[src/rtl/hack_mem_pkg.sv]
// Shared widths, command opcodes and sequencer states for the Hack data RAM loader.
package hack_mem_pkg;

  localparam int ADDR_W = 14;
  localparam int DATA_W = 16;
  localparam int DEPTH  = 1 << ADDR_W;

  typedef enum logic [1:0] {
    OP_CLEAR = 2'd0,
    OP_LOAD  = 2'd1,
    OP_SUM   = 2'd2,
    OP_RSVD  = 2'd3
  } op_e;

  typedef enum logic [2:0] {
    S_IDLE,
    S_CLEAR,
    S_LOAD,
    S_SUM,
    S_DONE
  } state_e;

endpackage

[src/rtl/ram16k_loader.sv]
// Takes the RAM port from the CPU to fill, stream-load or checksum an address range.
// CLEAR/SUM finish len+1 cycles after accept, LOAD follows in_valid; cmd_ready only in IDLE.
module ram16k_loader
  import hack_mem_pkg::*;
(
  input  logic              clock_i,
  input  logic              aclr_i,
  input  logic              cmd_valid_i,
  output logic              cmd_ready_o,
  input  logic [1:0]        cmd_op_i,
  input  logic [ADDR_W-1:0] cmd_base_i,
  input  logic [ADDR_W:0]   cmd_len_i,
  input  logic [DATA_W-1:0] fill_i,
  input  logic              in_valid_i,
  output logic              in_ready_o,
  input  logic [DATA_W-1:0] in_data_i,
  output logic              busy_o,
  output logic              done_o,
  output logic              err_o,
  output logic [DATA_W-1:0] sum_o,
  input  logic [ADDR_W-1:0] cpu_address_i,
  input  logic [DATA_W-1:0] cpu_data_i,
  input  logic              cpu_wren_i,
  output logic [ADDR_W-1:0] ram_address_o,
  output logic [DATA_W-1:0] ram_data_o,
  output logic              ram_wren_o,
  input  logic [DATA_W-1:0] ram_q_i
);

  localparam logic [ADDR_W:0] LEN_ONE = (ADDR_W+1)'(1);

  state_e              state_q, state_d;
  logic [ADDR_W-1:0]   base_q,  base_d;
  logic [ADDR_W:0]     len_q,   len_d;
  logic [ADDR_W:0]     idx_q,   idx_d;
  logic [DATA_W-1:0]   fill_q,  fill_d;
  logic [DATA_W-1:0]   sum_q,   sum_d;
  logic                err_q,   err_d;
  logic                last_w;
  logic [ADDR_W-1:0]   loader_addr;

  // Truncating to ADDR_W bits gives the modulo-DEPTH wrap for free.
  assign loader_addr = base_q + idx_q[ADDR_W-1:0];
  assign last_w      = (idx_q == len_q - LEN_ONE);

  assign busy_o = (state_q != S_IDLE);
  assign err_o  = err_q;
  assign sum_o  = sum_q;

  always_ff @(posedge clock_i) begin
    if (aclr_i) begin
      state_q <= S_IDLE;
      base_q  <= '0;
      len_q   <= '0;
      idx_q   <= '0;
      fill_q  <= '0;
      sum_q   <= '0;
      err_q   <= 1'b0;
    end else begin
      state_q <= state_d;
      base_q  <= base_d;
      len_q   <= len_d;
      idx_q   <= idx_d;
      fill_q  <= fill_d;
      sum_q   <= sum_d;
      err_q   <= err_d;
    end
  end

  always_comb begin
    state_d       = state_q;
    base_d        = base_q;
    len_d         = len_q;
    idx_d         = idx_q;
    fill_d        = fill_q;
    sum_d         = sum_q;
    err_d         = err_q;
    cmd_ready_o   = 1'b0;
    in_ready_o    = 1'b0;
    done_o        = 1'b0;
    ram_address_o = cpu_address_i;
    ram_data_o    = cpu_data_i;
    ram_wren_o    = cpu_wren_i;

    // Once busy the loader owns the port; CPU writes are silently dropped.
    if (state_q != S_IDLE) begin
      ram_address_o = loader_addr;
      ram_data_o    = fill_q;
      ram_wren_o    = 1'b0;
    end

    case (state_q)
      S_IDLE: begin
        cmd_ready_o = 1'b1;
        if (cmd_valid_i) begin
          base_d = cmd_base_i;
          len_d  = cmd_len_i;
          fill_d = fill_i;
          idx_d  = '0;
          sum_d  = '0;
          err_d  = 1'b0;
          if (op_e'(cmd_op_i) == OP_RSVD) begin
            err_d   = 1'b1;
            state_d = S_DONE;
          end else if (cmd_len_i == '0) begin
            state_d = S_DONE;
          end else begin
            case (op_e'(cmd_op_i))
              OP_CLEAR: state_d = S_CLEAR;
              OP_LOAD:  state_d = S_LOAD;
              default:  state_d = S_SUM;
            endcase
          end
        end
      end
      S_CLEAR: begin
        ram_wren_o = 1'b1;
        idx_d      = idx_q + LEN_ONE;
        if (last_w) state_d = S_DONE;
      end
      S_LOAD: begin
        in_ready_o = 1'b1;
        ram_data_o = in_data_i;
        if (in_valid_i) begin
          ram_wren_o = 1'b1;
          idx_d      = idx_q + LEN_ONE;
          if (last_w) state_d = S_DONE;
        end
      end
      S_SUM: begin
        sum_d = sum_q + ram_q_i;
        idx_d = idx_q + LEN_ONE;
        if (last_w) state_d = S_DONE;
      end
      S_DONE: begin
        done_o  = 1'b1;
        state_d = S_IDLE;
      end
      default: state_d = S_IDLE;
    endcase
  end

endmodule

[config.mk]
export PLATFORM = sky130hd
export DESIGN_NAME = ram16k_loader
export DESIGN_NICKNAME = d
export VERILOG_FILES = /design/src/rtl/hack_mem_pkg.sv /design/src/rtl/ram16k_loader.sv
export SDC_FILE = /design/constraint.sdc
export NUM_CORES = 1
export LEC_CHECK = 0
export BUFFER_PORTS_ARGS = -buffer_cell sky130_fd_sc_hd__buf_2
export CORE_ASPECT_RATIO = 1.25
export CORE_MARGIN = 3
export CORE_UTILIZATION = 57
export CTS_BUF_LIST = sky130_fd_sc_hd__clkbuf_8
export DETAILED_ROUTE_END_ITERATION = 8
export PLACE_DENSITY = 0.95
export SETUP_SLACK_MARGIN = 0.4
export SLEW_MARGIN = 0
export SYNTH_ARGS = -nofsm -noshare
export SYNTH_HDL_FRONTEND = slang
export SYNTH_SLANG_ARGS = --single-unit
[constraint.sdc]
create_clock -name clock_i -period 4.08 [get_ports clock_i]
set_input_delay 0.408 -clock clock_i [delete_from_list [all_inputs] [get_ports clock_i]]
set_output_delay 0.408 -clock clock_i [all_outputs]
set_load 0.03 [all_outputs]
# [Yosys cells after proc, flatten, opt, wreduce, memory -nomap -nowiden]
# Cells that the tools add are included.
[op_classes] add_sub_neg=4 eq_ne=9 mux=22 reduce_logical=11
[op_table] op="16-bit 2-to-1 mux" n=3
[op_table] op="15-bit case mux with 3 select lines" n=1
[op_table] op="16-bit case mux with 2 select lines" n=1
[op_table] op="15-bit 2-to-1 mux" n=2
[op_table] op="16-bit adder" n=1
[op_table] op="15-bit by 1-bit adder with 15-bit output, second input constant" n=1
[op_table] op="15-bit equality test" n=1
[op_table] op="15-bit logical NOT" n=1
[op_table] op="3-bit 2-to-1 mux" n=5
[op_table] op="15-bit by 1-bit subtractor with 15-bit output, second input constant" n=1
[op_table] op="14-bit adder" n=1
[op_table] op="14-bit 2-to-1 mux" n=1
[op_table] op="3-bit case mux with 3 select lines" n=1
[op_table] op="3-bit by 2-bit equality test with 1-bit output, second input constant" n=2
[op_table] op="1-bit 2-to-1 mux" n=6
[op_table] op="2-bit AND reduction" n=3
[op_table] op="3-bit nonzero test" n=2
[op_table] op="2-bit inequality test, second input constant" n=2
[op_table] op="2-bit case mux with 2 select lines" n=1
[op_table] op="3-bit by 1-bit equality test with 1-bit output, second input constant" n=1
[op_table] op="3-bit equality test, second input constant" n=1
[op_table] op="3-bit logical NOT" n=1
[op_table] op="3-bit AND reduction" n=1
[op_table] op="2-bit by 1-bit equality test with 1-bit output, second input constant" n=1
[op_table] op="5 further kinds" n=5
[word_totals] register_bits=80 input_bits=114 out_inout_bits=52 wordCells=53

# [Depth between registers and ports, before layout]
[logic_depth] depth_word=6 mapped_depth=10

# [Least setup slack after synthesis]
# No wires, ideal clock.
[synth_path] kind="register to output" startpoint="reg idx_q[0]" endpoint="out ram_address_o[12]" t_arrival_ns=2.564 required_time_ns=3.672 path_slack_ns=1.108 path_stages_with_launch=11 n_path_buf=0 path_cell_list="dfxtp_1 -> ha_1 -> inv_1 -> fa_1 -> nor2b_1 -> o21ai_0 -> a21boi_0 -> o41ai_1 -> o21ai_0 -> xnor2_1 -> o21ai_0"
[synth_via] elab_chain_cells=2
[synth_lines] item="start: declaration" line_no="ram16k_loader.sv:35" source="logic [ADDR_W:0] idx_q, idx_d;"
[synth_lines] item="start signal: assignment" line_no="ram16k_loader.sv:63" source="idx_q <= idx_d;"
[synth_lines] item="14-bit adder" line_no="ram16k_loader.sv:43" source="assign loader_addr = base_q + idx_q[ADDR_W-1:0];"
[synth_lines] item="14-bit 2-to-1 mux" line_no="ram16k_loader.sv:86" source="if (state_q != S_IDLE) begin"
[synth_lines] item="end: declaration" line_no="ram16k_loader.sv:24" source="output logic [ADDR_W-1:0] ram_address_o,"
# No other way between the ends.

# [Final worst setup path]
# Ends and elaborated chain as after synthesis.

==> run metrics <==
Largest delay share family, worst path compound AO/OA/AOI/OAI gates; Area Overhead vs Synth 21.64%; largest net degree at the start of global routing 63; post-synthesis sequential area ratio 31.33%; Post-synth ARST share 0%; endpoint type of the worst setup path primary output; FP Rows 38; Final Worst Setup Slack slightly above 0.8 ns; synthesized flop and latch total 80; CP max FO 7; fin. max-slew vios 0; Num CTS Buffers 9; Worst path max stage delay 0.48 ns; Final Cycle Share 79.76%; slowest CP cell o41ai_1; total chip power 2.694 mW; # DRC 0; maximum vdd drop 0.2816 mV; Syn Inst Count slightly below 700; Int Power 1.593 mW; count of cell types in the netlist 55; final hold viol count 0; sw power around 1.1 mW; final setup vio count 0; gpl congestion ~0.91; fin crit period 3.254 ns; outcome completed; switch share about 41%; initial antenna violation count 0; Worst Setup Start Kind register; area of the multi-input gates 3323 µm²; sequential cell area between 1500 and 2000 µm²; port bufs 165; Crit Path Category register to primary output; Clk network pwr share 23.2%; clk root buf clkbuf_8; total track usage ~27%; Leak 2.869 nW; PD cells 433.3 nW/µm²; die area 10150 µm²; Least-Margin Pin Slew 0.9073 ns; fill cell count approximately 660; most common cell after layout, fill and taps aside buf_2; top cell type's share of synthesized area 31.33%; insertion delay to the later sink of the worst-skew pair approximately 0.35 ns; Ant. Diodes 0; Starting Density around three fifths; Worst slew margin 39.29%; buffer depth of the longest clock path 2; CTS tree yes; H-Tree Depth 3; reg2reg start len_q[0]; Final Skew 0.01069 ns; cell mode on critical path o21ai_0; hold_sp fill_i[1]; Final ANT Viol Nets 0; Yosys Warn Count 0; number of hold buffers added after CTS 0; routed vias/inst about 5.6; die height ~110 µm; top_reg_cell synth dfxtp_1; # IOs 166; area leader, netlist dfxtp_1; worst slack, placed between 1 and 1.5 ns; Detail Placement HPWL about 10000 µm; via count 5296; Worst Hold Class input port to register; most frequent cells in the layout 165 x buf_2, 145 x nand2_1, 80 x dfxtp_1, 65 x a21oi_1, 48 x o21ai_0; clk sink count 80; RSZ-0062 raised after global routing false; vias in the first global route 5149; crit path launch idx_q[0]; Seq pwr share about a third; Comb power frac ~43%; Setup TNS 0 ns; Clk pin slew, worst setup/hold paths 0.08 ns; layout cells sized above 1 around a quarter; CP bufs+invs 2; Die X just over 90 µm; syn avg cell area 7.595 µm²; EDFF count, synth 0; final wirelength approximately 14000 µm; CTS resizes 0; Final nets 967; max frequency 0.3073 GHz; syn_nets about 820; worst path required time 3.67 ns; largest cells by area after synthesis dfxtp_1 31%, nand2_1 11%, ha_1 7.3%, a21oi_1 6.4%, o21ai_0 4.7%; Initial DRT Pass Iterations 7; CP Data Arrival Time around 2.9 ns; Core Region 8701 µm²; MaxCap Viol Count 0; flop2flop setup slack 1.37 ns; Post CTS Setup Buffer Count 0; Syn Std Cell Area 5111 µm²; Congestion Overflow GR 0; first-pass GRT wire length 22630 µm; crit path cell chain ha_1 > inv_1 > fa_1 > nor2b_1 > o21ai_0 > a21boi_0 > o41ai_1 > o21ai_0 > xnor2_1 > o21ai_0 > buf_2; initial drt markers roughly 240; per-cell routed wire length approximately 14 µm
[layout make-up]
type | count | area share, %
repair buffers | 171 | 14.01
inverters | 17 | 1.026
clock inverters | 4 | 1.127
clock buffers | 10 | 2.214
flip-flops and latches | 80 | 25.76
multi-input cells | 542 | 53.45
well taps | 120 | 2.415
[per-layer routing]
metal  wire, µm  track usage (%)  up-vias
li1           -                -     2647
met1       5412            30.53     2368
met2       6547            47.40      241
met3       1122            5.743       40
met4        515            14.10        0
met5          0                0        -
[metrics by stage]
| stage | utilization (%) | cells | instance area (µm²) | hold WS [ns] |
|---|---|---|---|---|
| CTS | 71.46 | 944 | 6217 | 0.2716 |
| detailed placement | 69.07 | 930 | 6010 | 0.4491 |
| floorplan | - | 673 | 5111 | 0.4366 |
| finish | 71.46 | 944 | 6217 | 0.2814 |
| global placement | 69.07 | 930 | 6010 | 0.4421 |
| global route | 71.46 | 944 | 6217 | 0.2789 |
[tightest hold or removal path, cell delays in order]
cell	delay (ns)
buf_2	0.09
nand2_1	0.04
a21oi_1	0.05
[registers in the layout, summed over array words and instances, names as in the netlist]
| register | flops |
|---|---|
| err_o | 1 |
| len_q | 15 |
| idx_q | 15 |
| fill_q | 16 |
| sum_o | 16 |
| base_q | 14 |
| state_q | 3 |
[power groups by stage]
| stage | Sequential (mW) | Clock, mW | Combinational, mW |
|---|---|---|---|
| after detailed placement | 0.939 | 0 | 1.14 |
| final | 0.923 | 0.624 | 1.15 |
| after global placement | 0.937 | 0 | 1.12 |
| after CTS | 0.922 | 0.633 | 1.15 |
| after floorplan | 0.925 | 0 | 0.843 |
| after global routing | 0.935 | 0.664 | 1.26 |
[logic make-up after synthesis]
group,after synthesis,synth area share (%)
and+or+nand+nor,259,22.28
AOI/OAI and AO/OA,174,20.66
DFF,80,31.33
xor gates and xnor gates,53,9.082
buffers and inverters,51,3.794
adders and majority gates,32,8.127
muxes,24,4.725
[synth_stat cells (8+ instances only)]
cell and instances:
a21o_1 12, ha_1 30, inv_1 16, a21oi_1 65, xor2_1 27, dfxtp_1 80, nand2_1 145, clkbuf_1 24
nor3_1 11, nor2_1 47, a22oi_1 10, mux2i_1 23, o21ai_0 48, nand3_1 12, buf_1 8, xnor2_1 26
[worst paths after layout]
check,end,cells after the start
worst min register to register,fill_q[9],2
worst max register to register,state_q[2],9
worst min-delay path,fill_q[1],3
worst max-delay path,ram_address_o[12],11
No activity file was read; power rests on OpenSTA's default activity.
